--- src/rtl/gc_apb_pkg.sv ---
// Shared definitions for the GameCube poll-word APB receive block:
// register offsets, CTRL/STATUS bit positions and the APB wait-state FSM encoding.
package gc_apb_pkg;

  localparam logic [1:0] REG_CTRL    = 2'd0;
  localparam logic [1:0] REG_STATUS  = 2'd1;
  localparam logic [1:0] REG_RXDATA  = 2'd2;
  localparam logic [1:0] REG_PUSHCNT = 2'd3;

  localparam int CTRL_ENABLE_BIT = 0;
  localparam int CTRL_RUMBLE_BIT = 1;
  localparam int CTRL_IRQEN_BIT  = 2;
  localparam int CTRL_CLEAR_BIT  = 3;

  localparam int STS_EMPTY_BIT = 0;
  localparam int STS_FULL_BIT  = 1;
  localparam int STS_OVF_BIT   = 2;
  localparam int STS_COUNT_LSB = 8;

  typedef enum logic {
    ST_IDLE,
    ST_RDWAIT
  } apb_state_e;

endpackage

--- src/rtl/gc_sync_fifo.sv ---
// Single-clock FIFO with combinational head, synchronous clear and a sticky
// overflow flag set whenever a push is dropped because the FIFO is full.
module gc_sync_fifo #(
  parameter int DEPTH = 8,
  parameter int WIDTH = 32
) (
  input  logic                       clk,
  input  logic                       rst_n,
  input  logic                       push,
  input  logic [WIDTH-1:0]           push_data,
  input  logic                       pop,
  input  logic                       clear,
  input  logic                       ovf_clr,
  output logic [WIDTH-1:0]           head,
  output logic                       full,
  output logic                       empty,
  output logic [$clog2(DEPTH):0]     count,
  output logic                       overflow,
  output logic                       push_accepted
);

  localparam int AW = $clog2(DEPTH);
  localparam int CW = AW + 1;

  logic [WIDTH-1:0] mem_q [DEPTH];
  logic [AW-1:0]    wr_ptr_q, wr_ptr_d;
  logic [AW-1:0]    rd_ptr_q, rd_ptr_d;
  logic [CW-1:0]    count_q, count_d;
  logic             ovf_q, ovf_d;
  logic             pop_eff;

  assign empty    = (count_q == '0);
  assign full     = (count_q == CW'(DEPTH));
  assign count    = count_q;
  assign overflow = ovf_q;
  assign head     = mem_q[rd_ptr_q];

  // A full FIFO still accepts a push when the same cycle pops; clear drops everything.
  assign pop_eff       = pop & ~empty & ~clear;
  assign push_accepted = push & ~clear & (~full | pop_eff);

  always_comb begin
    wr_ptr_d = wr_ptr_q;
    rd_ptr_d = rd_ptr_q;
    count_d  = count_q;
    ovf_d    = ovf_q;
    if (clear) begin
      wr_ptr_d = '0;
      rd_ptr_d = '0;
      count_d  = '0;
      ovf_d    = 1'b0;
    end else begin
      if (push_accepted) wr_ptr_d = wr_ptr_q + AW'(1);
      if (pop_eff)       rd_ptr_d = rd_ptr_q + AW'(1);
      if (push_accepted && !pop_eff)      count_d = count_q + CW'(1);
      else if (!push_accepted && pop_eff) count_d = count_q - CW'(1);
      if (push && full && !pop_eff) ovf_d = 1'b1;
      else if (ovf_clr)             ovf_d = 1'b0;
    end
  end

  always_ff @(posedge clk or negedge rst_n) begin
    if (!rst_n) begin
      wr_ptr_q <= '0;
      rd_ptr_q <= '0;
      count_q  <= '0;
      ovf_q    <= 1'b0;
    end else begin
      wr_ptr_q <= wr_ptr_d;
      rd_ptr_q <= rd_ptr_d;
      count_q  <= count_d;
      ovf_q    <= ovf_d;
    end
  end

  always_ff @(posedge clk) begin
    if (push_accepted) mem_q[wr_ptr_q] <= push_data;
  end

endmodule

--- src/rtl/gc_apb_rx_regs.sv ---
// APB3 completer exposing the controller poll-word FIFO, control bits and status;
// empty RXDATA reads stall with at most TIMEOUT wait states before erroring.
module gc_apb_rx_regs
  import gc_apb_pkg::*;
#(
  parameter int FIFO_DEPTH = 8,
  parameter int ADDR_W     = 8,
  parameter int TIMEOUT    = 16
) (
  input  logic              PCLK,
  input  logic              PRESERN,
  input  logic              PSEL,
  input  logic              PENABLE,
  input  logic              PWRITE,
  input  logic [ADDR_W-1:0] PADDR,
  input  logic [31:0]       PWDATA,
  output logic [31:0]       PRDATA,
  output logic              PREADY,
  output logic              PSLVERR,
  input  logic              rx_valid,
  input  logic [31:0]       rx_data,
  output logic              ctrl_enable,
  output logic              ctrl_rumble,
  output logic              irq
);

  localparam int CW = $clog2(FIFO_DEPTH) + 1;
  localparam int TW = $clog2(TIMEOUT + 1);

  apb_state_e    state_q, state_d;
  logic [TW-1:0] wait_q, wait_d;
  logic          enable_q, enable_d;
  logic          rumble_q, rumble_d;
  logic          irq_en_q, irq_en_d;
  logic          irq_q, irq_d;
  logic [31:0]   pushcnt_q, pushcnt_d;

  logic [31:0]   fifo_head;
  logic          fifo_full, fifo_empty, fifo_ovf, fifo_push_acc;
  logic [CW-1:0] fifo_count;
  logic          fifo_pop, fifo_clear, ovf_clr;
  logic          access;
  logic [1:0]    addr;
  logic [31:0]   status_word;
  logic          unused_ok;

  assign access    = PSEL & PENABLE;
  assign addr      = PADDR[3:2];
  assign unused_ok = ^{PADDR[ADDR_W-1:4], PADDR[1:0], PWDATA[31:4]};

  gc_sync_fifo #(
    .DEPTH (FIFO_DEPTH),
    .WIDTH (32)
  ) u_fifo (
    .clk           (PCLK),
    .rst_n         (PRESERN),
    .push          (rx_valid),
    .push_data     (rx_data),
    .pop           (fifo_pop),
    .clear         (fifo_clear),
    .ovf_clr       (ovf_clr),
    .head          (fifo_head),
    .full          (fifo_full),
    .empty         (fifo_empty),
    .count         (fifo_count),
    .overflow      (fifo_ovf),
    .push_accepted (fifo_push_acc)
  );

  always_comb begin
    status_word                                 = '0;
    status_word[STS_EMPTY_BIT]                  = fifo_empty;
    status_word[STS_FULL_BIT]                   = fifo_full;
    status_word[STS_OVF_BIT]                    = fifo_ovf;
    status_word[STS_COUNT_LSB +: 8]             = 8'(fifo_count);
  end

  always_comb begin
    state_d    = state_q;
    wait_d     = wait_q;
    enable_d   = enable_q;
    rumble_d   = rumble_q;
    irq_en_d   = irq_en_q;
    PRDATA     = '0;
    PREADY     = 1'b1;
    PSLVERR    = 1'b0;
    fifo_pop   = 1'b0;
    fifo_clear = 1'b0;
    ovf_clr    = 1'b0;
    case (state_q)
      ST_IDLE: begin
        if (access) begin
          if (!PWRITE && addr == REG_RXDATA && fifo_empty) begin
            PREADY  = 1'b0;
            state_d = ST_RDWAIT;
            wait_d  = TW'(1);
          end else if (PWRITE) begin
            case (addr)
              REG_CTRL: begin
                enable_d   = PWDATA[CTRL_ENABLE_BIT];
                rumble_d   = PWDATA[CTRL_RUMBLE_BIT];
                irq_en_d   = PWDATA[CTRL_IRQEN_BIT];
                fifo_clear = PWDATA[CTRL_CLEAR_BIT];
              end
              // The only legal STATUS write is one that clears overflow.
              REG_STATUS: begin
                if (PWDATA[STS_OVF_BIT]) ovf_clr = 1'b1;
                else                     PSLVERR = 1'b1;
              end
              default: PSLVERR = 1'b1;
            endcase
          end else begin
            case (addr)
              REG_CTRL:   PRDATA = {29'd0, irq_en_q, rumble_q, enable_q};
              REG_STATUS: PRDATA = status_word;
              REG_RXDATA: begin
                PRDATA   = fifo_head;
                fifo_pop = 1'b1;
              end
              default:    PRDATA = pushcnt_q;
            endcase
          end
        end
      end
      ST_RDWAIT: begin
        if (!PSEL) begin
          PREADY  = 1'b0;
          state_d = ST_IDLE;
        end else if (!fifo_empty) begin
          PRDATA   = fifo_head;
          fifo_pop = 1'b1;
          state_d  = ST_IDLE;
        end else if (wait_q == TW'(TIMEOUT)) begin
          PSLVERR = 1'b1;
          state_d = ST_IDLE;
        end else begin
          PREADY = 1'b0;
          wait_d = wait_q + TW'(1);
        end
      end
      default: state_d = ST_IDLE;
    endcase
  end

  assign pushcnt_d = fifo_push_acc ? pushcnt_q + 32'd1 : pushcnt_q;
  assign irq_d     = irq_en_q & ~fifo_empty;

  always_ff @(posedge PCLK or negedge PRESERN) begin
    if (!PRESERN) begin
      state_q   <= ST_IDLE;
      wait_q    <= '0;
      enable_q  <= 1'b0;
      rumble_q  <= 1'b0;
      irq_en_q  <= 1'b0;
      irq_q     <= 1'b0;
      pushcnt_q <= '0;
    end else begin
      state_q   <= state_d;
      wait_q    <= wait_d;
      enable_q  <= enable_d;
      rumble_q  <= rumble_d;
      irq_en_q  <= irq_en_d;
      irq_q     <= irq_d;
      pushcnt_q <= pushcnt_d;
    end
  end

  assign ctrl_enable = enable_q;
  assign ctrl_rumble = rumble_q;
  assign irq         = irq_q;

endmodule

--- config.mk ---
export PLATFORM = sky130hd
export DESIGN_NAME = gc_apb_rx_regs
export DESIGN_NICKNAME = d
export VERILOG_FILES = /design/src/rtl/gc_apb_pkg.sv /design/src/rtl/gc_sync_fifo.sv /design/src/rtl/gc_apb_rx_regs.sv
export SDC_FILE = /design/constraint.sdc
export NUM_CORES = 1
export LEC_CHECK = 0
export CAP_MARGIN = 20
export CORE_MARGIN = 2
export CORE_UTILIZATION = 40
export DETAILED_ROUTE_END_ITERATION = 16
export GPL_TIMING_DRIVEN = 1
export PLACE_DENSITY = 0.62
export SYNTH_ARGS = -nofsm -noshare
export SYNTH_HDL_FRONTEND = slang
export SYNTH_SLANG_ARGS = --single-unit
--- constraint.sdc ---
create_clock -name PCLK -period 15.7 [get_ports PCLK]
set_input_delay 3.925 -clock PCLK [delete_from_list [all_inputs] [get_ports PCLK]]
set_output_delay 3.925 -clock PCLK [all_outputs]
set_load 0.02 [all_outputs]
Word-level counts from Yosys, hierarchy flattened
Memories as Yosys holds them, arrays and structs flattened.
Cells that the tools add are included.
{"block": "op_classes", "n_addsub": 6, "eq_ne": 9, "muxes": 63, "bitwise_logic": 12, "reduce_logical": 17}
{"operator": "$mux 32", "n": 5}
{"operator": "$pmux 32 s3", "n": 1}
{"operator": "$pmux 32 s2", "n": 1}
{"operator": "$mux 1", "n": 38}
{"operator": "$add 32x1->32 const B", "n": 1}
{"operator": "$mux 5", "n": 5}
{"operator": "$mux 3", "n": 4}
{"operator": "$mux 4", "n": 3}
{"operator": "$pmux 1 s2", "n": 5}
{"operator": "$pmux 5 s2", "n": 1}
{"operator": "$reduce_and 5->1", "n": 2}
{"operator": "$ne 2x2->1 const B", "n": 4}
{"operator": "$add 3x1->3 const B", "n": 2}
{"operator": "$and 1x1->1", "n": 6}
{"operator": "$logic_and 1x1->1", "n": 6}
{"operator": "$reduce_bool 3->1", "n": 2}
{"operator": "$add 5x1->5 const B", "n": 1}
{"operator": "$eq 5x5->1 const B", "n": 1}
{"operator": "$not 1->1", "n": 5}
{"operator": "$add 4x1->4 const B", "n": 1}
{"operator": "$eq 4x4->1 const B", "n": 1}
{"operator": "$logic_not 4->1", "n": 1}
{"operator": "$reduce_bool 2->1", "n": 2}
{"operator": "$sub 4x1->4 const B", "n": 1}
{"operator": "6 further kinds", "n": 8}
{"block": "totals", "reg_bits": 53, "ramBits": 256, "in_bits": 78, "out_inout_bits": 37, "word_cells": 119, "mem_count": 1}
{"memory": "u_fifo.mem_q", "words": 8, "word_bits": 32, "read_ports": 1, "rd_ports_with_merged_regs": 0, "write_ports": 1, "line_no": "gc_sync_fifo.sv:25", "rtl": "logic [WIDTH-1:0] mem_q [DEPTH];"}

Longest topological paths before layout
{"block": "depth", "ltp_word": 15, "mapped_depth": 12, "ltp_nobuf": 10}

Modules after synthesis
A second synthesis with hierarchy kept.
{"block": "hier_totals", "cells_unflattened": 699, "area_unflattened_um2": 12858.6}
{"mod": "gc_sync_fifo", "instances": 1, "cells_per_inst": 462, "area_each_um2": 10376.2, "seq_area_each_um2": 7962.6}
{"mod": "gc_apb_rx_regs", "instances": 1, "cells_per_inst": 237, "area_each_um2": 2482.4, "seq_area_each_um2": 1051.0}

Worst setup path before layout
OpenSTA, ideal clock, no wires.
{"block": "synth_timing", "path_kind": "input to output", "startpoint": "input port PADDR[2]", "endpoint": "output port PRDATA[27]", "arrival_time_ns": 5.318, "required_time_ns": 11.775, "slack_ns": 6.457, "cell_stages": 6, "path_buffers": 3, "path_cell_list": "and4bb_2 -> o211ai_4 -> buf_12 -> buf_4 -> buf_2 -> o21ai_0"}
{"block": "synth_between", "elab_chain_cells": 6, "word_cells_on_any_way": 10, "classes_between": "eq/ne (2); mux (5); reduce/logical (3)"}
{"item": "start, declared", "line_no": "gc_apb_rx_regs.sv:15", "rtl": "input logic [ADDR_W-1:0] PADDR,"}
{"item": "$eq 2x2->1, or another cell as far along", "line_no": "gc_apb_rx_regs.sv:93, gc_apb_rx_regs.sv:113"}
{"item": "$pmux 32 s3 / $logic_and 1x1->1 (equally long branches)", "line_no": "gc_apb_rx_regs.sv:113, gc_apb_rx_regs.sv:93"}
{"item": "$mux 32 / $logic_and 1x1->1 (equally long branches)", "line_no": "gc_apb_rx_regs.sv:97, gc_apb_rx_regs.sv:93"}
{"item": "$mux 32 (*)", "line_no": "gc_apb_rx_regs.sv:93", "rtl": "if (!PWRITE && addr == REG_RXDATA && fifo_empty) begin"}
{"item": "$mux 32 (*)", "line_no": "gc_apb_rx_regs.sv:92", "rtl": "if (access) begin"}
{"item": "$pmux 32 s2 (*)", "line_no": "gc_apb_rx_regs.sv:90", "rtl": "case (state_q)"}
{"item": "end, declared", "line_no": "gc_apb_rx_regs.sv:17", "rtl": "output logic [31:0] PRDATA,"}
Mark *: on every way between the ends. The rest lies on a longest branch, timed or not.

Worst setup path in the final report
{"block": "layout_timing", "startpoint": "input port PSEL", "endpoint": "output port PRDATA[27]"}
{"block": "layout_between", "elab_chain_cells": 3, "word_cells_on_any_way": 4, "classes_between": "mux (3); bitwise (1)"}
{"item": "start, declared", "line_no": "gc_apb_rx_regs.sv:12", "rtl": "input logic PSEL,"}
{"item": "$and 1x1->1", "line_no": "gc_apb_rx_regs.sv:47", "rtl": "assign access = PSEL & PENABLE;"}
{"item": "$mux 32", "line_no": "gc_apb_rx_regs.sv:92"}
{"item": "$pmux 32 s2 (*)", "line_no": "gc_apb_rx_regs.sv:90"}
Marks and branches as above.

==> qor.yml <==
numClockSinks: 309
synth_top_cells_by_count: "256 x edfxtp_1, 64 x mux4_2, 62 x nand2_1"
met3_usage: 0.0256
async_flop_share: 0.172
die-area_um2: 33600
synth_area_leader_cell: "edfxtp_1"
synth_compound_area_frac: 0.0367
multi_input_area_um2: 3640
portBuffers: 80
critPathRequiredTime_ns: 11.77
htreeDepth: 1
crit_path_end_kind: "output port"
row_count: 65
synthCells: 737
vias: 6771
die_width_um: 183
crit_path_frequent_cell: "clkdlybuf4s50_1"
slew_viol_final: 0
wirelength_mm: 26.2
first_iter_violations: 320
cts_root_buf: "clkbuf_16"
crit_chain: "clkdlybuf4s50_1 -> nand3b_1 -> nor2_1 -> and3_1 -> nand2_1 -> o21ai_0 -> clkdlybuf4s50_1"
rsz0062_at_grt: "no"
start_util: 0.407
drive_above_1_share: 0.187
synth_top_area_frac: 0.598
slowest_stage: "and3_1"
ys_warn_count: 0
fin_crit_sh: 0.701
grt_pass1_wl_mm: 40.2
cts_hold_buf: 0
max_freq_mhz: 90.9
first_pass_iters: 4
postCtsSetupRepairBufs: 0
gr-usage-all-layers: 0.158
p_total_mw: 2.30
gp_congestion: 0.762
area_delta_synth_final_pct: 17.6
synth_nets: 823
synth_edf_count: 256
critPathMaxFanout: 25
synthMuxAreaShare: 0.147
syn_area_um2: 12900
finalWorstSetupSlack_ns: 4.70
power_density_nw_per_um2: 152
drc: 0
synthXorXnorAreaFrac: 0.0259
hold_class: "flip-flop to flip-flop"
regArea_um2: 9020
min_period_ns: 11.00
antenna_found_initial: 1
die_y_um: 183
synth-simple-area-share: 0.0616
tritoncts: "yes"
pre_cts_ws_ns: 4.66
synth_cell_types: 59
antennaDiodeCount: 0
post_dp_cell_area_um2: 14100
n_fill_cell: 2688
overflow: 0
synth.area.top_cells: "edfxtp_1 60%, mux4_2 11%, dfrtp_1 10%, mux2i_1 3.0%, nand2_1 1.8%"
fin_area_um2: 15100
ant_nets: 0
status: "finished, final reports clean"
dp_hpwl_mm: 15.3
hold_viol: 0
irDropWorstVdd_uv: 97.3
grt_max_degree: 67
slowest_delay_ns: 0.87
cp_data_arrival_time_ns: 7.08
drt-wirelength-per-cell_um: 20.9
maxSlewHeadroom: 0.346
cts_resized: 0
crit_type: "input port to output port"
insertion_delay_ns: 0.58
synth_most_common_cell: "edfxtp_1"
p_leak_nw: 4.98
ios: 115
synth-seq-area-share: 0.701
ys.flop_type: "edfxtp_1"
vias_per_cell: 5.39
finClkSkew_ns: 0.0151
synth_top_family_by_area: "multiplexers"
synth_fa_ha_area_frac: 0.00837
drv_cap: 0
first_global_vias: 6955
grt.busiest_layer: "met2"
setup_viol: 0
setup_tns_ns: 0
path_clk_slew_ns: 0.06
start_kind: "input port"
worst_pin_slew_ns: 0.981
nets: 916
global_route.usage.met1: 0.223
clockBufferDepth: 3
syn_area_per_cell_um2: 17.5
holdWs_ns: 0.472
numCtsBuffers: 31
synth_seq_cells: 309
use_met2: 0.259
core_um2: 31600
-- critical path: cells and delay by family --
family	cells	cell delay [ns]
AO/OA/AOI/OAI	1	0.20
buffers and inverters	2	1.31
AND/OR/NAND/NOR	4	1.62
-- stage by stage --
step                      cells  utilization
after floorplan             737            -
after global routing       1257        0.478
after CTS                  1257        0.478
after detailed placement   1199        0.447
final                      1257        0.478
after global placement     1199        0.447
-- cell usage in the layout, fill, tap and decap left out, drive strengths merged, types with 4 or more instances in the layout --
| cell | count |
|---|---|
| clkdlybuf4s50 | 79 |
| clkinv | 15 |
| clkbuf | 39 |
| mux2 | 5 |
| nor4 | 7 |
| and3 | 5 |
| o22ai | 4 |
| edfxtp | 256 |
| mux4 | 64 |
| xnor2 | 22 |
| ha | 7 |
| nand2 | 62 |
| nand4 | 10 |
| o211ai | 4 |
| nor2 | 18 |
| o21ai | 32 |
| dfrtp | 53 |
| a21oi | 6 |
| mux2i | 39 |
| inv | 14 |
| buf | 20 |
| nand3 | 21 |
| xor2 | 16 |
| nor3 | 12 |
-- worst paths after layout --
check	cells after the start	slack [ns]	end	from
min	1	0.47	pushcnt_q[31]	pushcnt_q[31]
max in group asynchronous	2	11.65	u_fifo.rd_ptr_q[0]	PRESERN
min in group asynchronous	2	3.49	wait_q[2]	PRESERN
min reg2reg	1	0.47	pushcnt_q[31]	pushcnt_q[31]
max	7	4.70	PRDATA[27]	PSEL
max reg2reg	7	12.21	u_fifo.mem_q[3][28]	u_fifo.count[1]
-- report_power, final --
part           internal [mW]  total [mW]  switching [mW]
Combinational          0.237       0.486           0.249
Clock                  0.398       0.705           0.306
Sequential              1.02        1.10          0.0860
Total                   1.65        2.30           0.641
-- routing by layer --
metal,wire length [um],share of wire
met5,11,0.00042
met4,544,0.021
met3,1300,0.050
met2,12400,0.47
met1,12000,0.46
-- kinds of logic after synthesis --
kind of cell    Yosys count
buf+inv                  51
compound gates           66
flops                   309
fa+ha+maj                 8
mux                     108
xor+xnor                 38
simple gates            157
-- area by class of cell --
cell class,count,share of cell area
sequential,309,0.596
timing repair buffer,99,0.0620
tap,402,0.0333
clock inverter,19,0.00910
inverter,12,0.00298
multi-input combinational,377,0.240
clock buffer,39,0.0559
-- registers in the layout, indices dropped and copies added (netlist names), 3 cells and up --
register / cells
u_fifo.rd_ptr_q: 3
wait_q: 5
u_fifo.count: 4
pushcnt_q: 32
u_fifo.mem_q: 256
u_fifo.wr_ptr_q: 3
Note: power is estimated with default switching activity, not from simulation.
==> variant 1: new RTL, same flow settings <==
Set the parameter `FIFO_DEPTH` to 4 (it was 8).
--- a/src/rtl/gc_apb_rx_regs.sv
+++ b/src/rtl/gc_apb_rx_regs.sv
@@ -4,5 +4,5 @@
   import gc_apb_pkg::*;
 #(
-  parameter int FIFO_DEPTH = 8,
+  parameter int FIFO_DEPTH = 4,
   parameter int ADDR_W     = 8,
   parameter int TIMEOUT    = 16
Function: changed (a bounded check fails within 10 cycles, from zero or initial values).
==> variant 1 against the original RTL <==
Global-route usage up 1.1 points. Design area fell by 39%. Die area is 40% lower. Sequential cell count decreased by 131. Worst setup slack gained 0.15 ns. Utilization is 1.7 points higher. Largest power group unchanged. Routed wire length shrank 39%. Area after synthesis fell by 40%. Critical endpoint is now PRDATA[17]. Combinational power shrank 34%. Via count fell by 33%. Total power is 40% lower. Critical path type unchanged. Largest cell class unchanged. Non-clock buffer count is 11 lower.
==> variant 1: results <==
[logic_synthesis]
async_flop_share_pct = 28.1
synth_edf_count = 128
synthDistinctLibCells = 47
yosysSeqAreaShare_pct = 66.3
ys.flop_type = "edfxtp_1"
synth_common_cells = "edfxtp_1, dfrtp_1, mux4_2"
synthesis.nets = 585
synthTopCellsByArea = "edfxtp_1, dfrtp_1, mux4_2, a22o_1, xnor2_1"

[cells_and_area]
reg_top3 = "u_fifo.mem_q (128), pushcnt_q (32), wait_q (5)"
drive_gt1_share_pct = 14.5
fill_cells = 1601
fin_util_pct = 49.5
nNetsFinal = 666

[clocking]
cts_made_buffers = 17
htreeDepth = 4
clk_latency_ns = 0.43
cts_max_path_buffers = 2

[critical_path]
timing.rr.end = "u_fifo.mem_q[3][9]"
rrSetupSlack_ns = 12.72
cp_slowest_cell = "o211a_2"
r2r_start = "state_q"
max_stage_delay_ns = 0.81
arrival_ns = 6.93
ff2ff_path_depth = 5
cp_max_fo = 39

[pwr]
leakagePower_nw = 3.30
ir_drop_uv = 85.7

[placed_design]
dpl_cell_area_sq_mm = 0.00871
dp_hpwl_mm = 10.4
gp_congestion = 0.758

[worst_hold_path]
holdPathEnd = "irq"
min_from = "irq_en_q"

[grt]
grt_max_degree = 51
grt_pass1_wl_mm = 25.5
first_global_vias = 4673
grtUsageTotal_pct = 16.9

[sta]
finClkSkew_ns = 0.00715
worst_pin_slew_ns = 1.06

[route]
drt-total-wl_mm = 16.1
vias = 4505
drt-initial-drc-count = 337

[outcome]
status = "finished clean"

[run]
maxCapViolCount = 0
## variant 1: layout make-up
cell class | instances | share of cell area [%]
Sequential cell | 178 | 54.9
Multi-Input combinational cell | 283 | 26.0
Timing Repair Buffer | 88 | 9.21
Clock buffer | 17 | 4.58
Tap cell | 234 | 3.15
Clock inverter | 15 | 1.67
Inverter | 12 | 0.485
## variant 1: worst max path at each step
stage / start / cells past startpoint / slack, ns / end
floorplan: PADDR[2] / 7 / 6.53 / PRDATA[10]
global placement: PADDR[2] / 5 / 4.85 / PRDATA[30]
detailed placement: PADDR[2] / 5 / 4.84 / PRDATA[17]
CTS: PADDR[2] / 5 / 4.81 / PRDATA[17]
global route: PADDR[2] / 5 / 4.67 / PRDATA[17]
finish: PADDR[2] / 5 / 4.85 / PRDATA[17]
## variant 1: routing by layer
layer | wire, microns | vias up | share of wire [%] | track usage [%]
met5 | 0 | - | 0 | 0
met1 | 7380 | 2309 | 46 | 22.9
met3 | 651 | 18 | 4.1 | 4.44
li1 | - | 2082 | - | -
met2 | 7860 | 96 | 49 | 27.2
met4 | 187 | 0 | 1.2 | 4.74
## variant 1: worst max-delay path, delay by kind of cell
family,cells,cell delay [ns]
simple gates,1,0.47
buf+inv,2,1.39
compound gates,2,1.11
## variant 1: cells by family after synthesis
logic type / after synthesis / synth area share, %
flip-flops: 178 / 66.3
AND/OR/NAND/NOR: 131 / 8.96
AO/OA/AOI/OAI: 64 / 6.04
multiplexers: 42 / 10.8
adder cells (fa/ha/maj): 8 / 1.40
buffers and inverters: 38 / 2.17
XOR/XNOR: 38 / 4.33
## variant 1: power by group
part / total [mW] / switching [mW] / internal, mW
logic: 0.323 / 0.172 / 0.150
clock network: 0.412 / 0.177 / 0.236
registers: 0.641 / 0.0402 / 0.600
## variant 1: stage by stage
step | hold slack [ns] | cells | power, mW | setup WS (ns)
after floorplan | 0.442 | 499 | 0.874 | 6.53
after global placement | 0.486 | 795 | 0.967 | 4.85
after detailed placement | 0.483 | 795 | 0.982 | 4.84
after CTS | 0.502 | 827 | 1.39 | 4.81
after global routing | 0.519 | 827 | 1.45 | 4.67
final | 0.507 | 827 | 1.38 | 4.85
==> variant 2: new RTL, config.mk and constraints unchanged <==
Without the edit above. The output `irq` loses its register stage (`irq_q` becomes a continuous assignment).
--- a/src/rtl/gc_apb_rx_regs.sv
+++ b/src/rtl/gc_apb_rx_regs.sv
@@ -153,5 +153,4 @@
       rumble_q  <= 1'b0;
       irq_en_q  <= 1'b0;
-      irq_q     <= 1'b0;
       pushcnt_q <= '0;
     end else begin
@@ -161,8 +160,9 @@
       rumble_q  <= rumble_d;
       irq_en_q  <= irq_en_d;
-      irq_q     <= irq_d;
       pushcnt_q <= pushcnt_d;
     end
   end
+
+  assign irq_q = irq_d;
 
   assign ctrl_enable = enable_q;
Check against the original RTL: not equivalent (Yosys sat finds a counterexample within 4 cycles, from zero or initial values).
==> variant 2 against the original RTL <==
Combinational power is 1% lower. Routed wire length is 3.5% higher. Clock skew is 0.0093 ns higher. Non-clock buffer count is 1 higher. Total power is 3.5% higher. Worst setup slack better by 0.33 ns. Utilization is 0.43 points higher. Fmax is 3.0% higher. Via count is 0.10% lower. Sequential cell count is 1 lower. Global-route usage is 0.55 points higher. Register-to-register slack better by 0.09 ns. Area after synthesis is 0.19% lower. Design area is 0.64% higher. Largest cell class unchanged.
==> variant 2: results <==
[critical_path]
ff2ff_path_depth = 10
arrival_ns = 6.75
endpoint = "PRDATA[28]"
cp_slowest_cell = "clkdlybuf4s50_1"
cp_max_fo = 47
rrSetupSlack_ns = 12.30

[grt]
antenna_found_initial = 0
first_global_vias = 7014
grtUsageTotal_pct = 16.4

[sta]
finClkSkew_ns = 0.0245
slew-limit-headroom_pct = 42.7

[outcome]
status = "finished clean"

[cells_and_area]
drive_gt1_share_pct = 18.8
fill_cells = 2678
multi_input_area_share_pct = 23.9
ff_latch_area_sq_mm = 0.00899

[logic_synthesis]
synth_common_cells = "edfxtp_1, mux4_2, nand2_1"
synthTopCellsByArea = "edfxtp_1, mux4_2, dfrtp_1, mux2i_1, nand2_1"
synth-seq-cells = 308
yosysSeqAreaShare_pct = 70.0
avgSynthCellArea_sq_um = 17.4
async_flop_share_pct = 16.9
synthesis.nets = 822

[placed_design]
dp_hpwl_mm = 15.5

[pwr]
leakagePower_nw = 5.01
ir_drop_uv = 102
==> variant 2: stage by stage <==
step | instance area (sq um) | hold slack, ns | setup WS, ns
floorplan | 12800 | 0.445 | 6.46
global placement | 14100 | 0.464 | 5.03
detailed placement | 14100 | 0.468 | 5.04
CTS | 15200 | 0.479 | 5.02
global route | 15200 | 0.511 | 4.90
finish | 15200 | 0.477 | 5.02
==> variant 2: layer usage <==
layer | track usage [%] | routed length (microns)
met2 | 26.6 | 12900
met1 | 23.6 | 12500
met5 | 0 | 0
met3 | 2.50 | 1110
met4 | 3.55 | 578
==> variant 2: worst min-delay path by stage <==
stage,end,slack (ns),cells past startpoint
after global placement,pushcnt_q[31],0.46,1
after CTS,pushcnt_q[31],0.48,1
after floorplan,pushcnt_q[31],0.45,1
after global routing,pushcnt_q[7],0.51,1
after detailed placement,pushcnt_q[31],0.47,1
final,pushcnt_q[31],0.48,1
==> variant 2: power breakdown <==
| part | total, mW | leakage [nW] | internal [mW] | switching (mW) |
|---|---|---|---|---|
| Sequential | 1.11 | 2.98 | 1.01 | 0.0919 |
| Combinational | 0.481 | 1.51 | 0.237 | 0.244 |
| Clock | 0.788 | 0.529 | 0.474 | 0.314 |
==> variant 2: logic make-up (layout without fill, tap and decap cells) <==
group	Yosys count	after routing	share of synthesized area, %
flops	308	308	70.0
mux	108	108	14.7
xor+xnor	38	38	2.59
buf+inv	51	170	2.00
fa+ha+maj	8	8	0.838
compound gates	66	66	3.67
simple gates	157	157	6.17
==> variant 2: worst max-delay path: cells and delay by family <==
| family | cells | cell delay, ns |
|---|---|---|
| AO/OA/AOI/OAI | 2 | 0.46 |
| buffers and inverters | 3 | 1.87 |
| AND/OR/NAND/NOR | 1 | 0.46 |
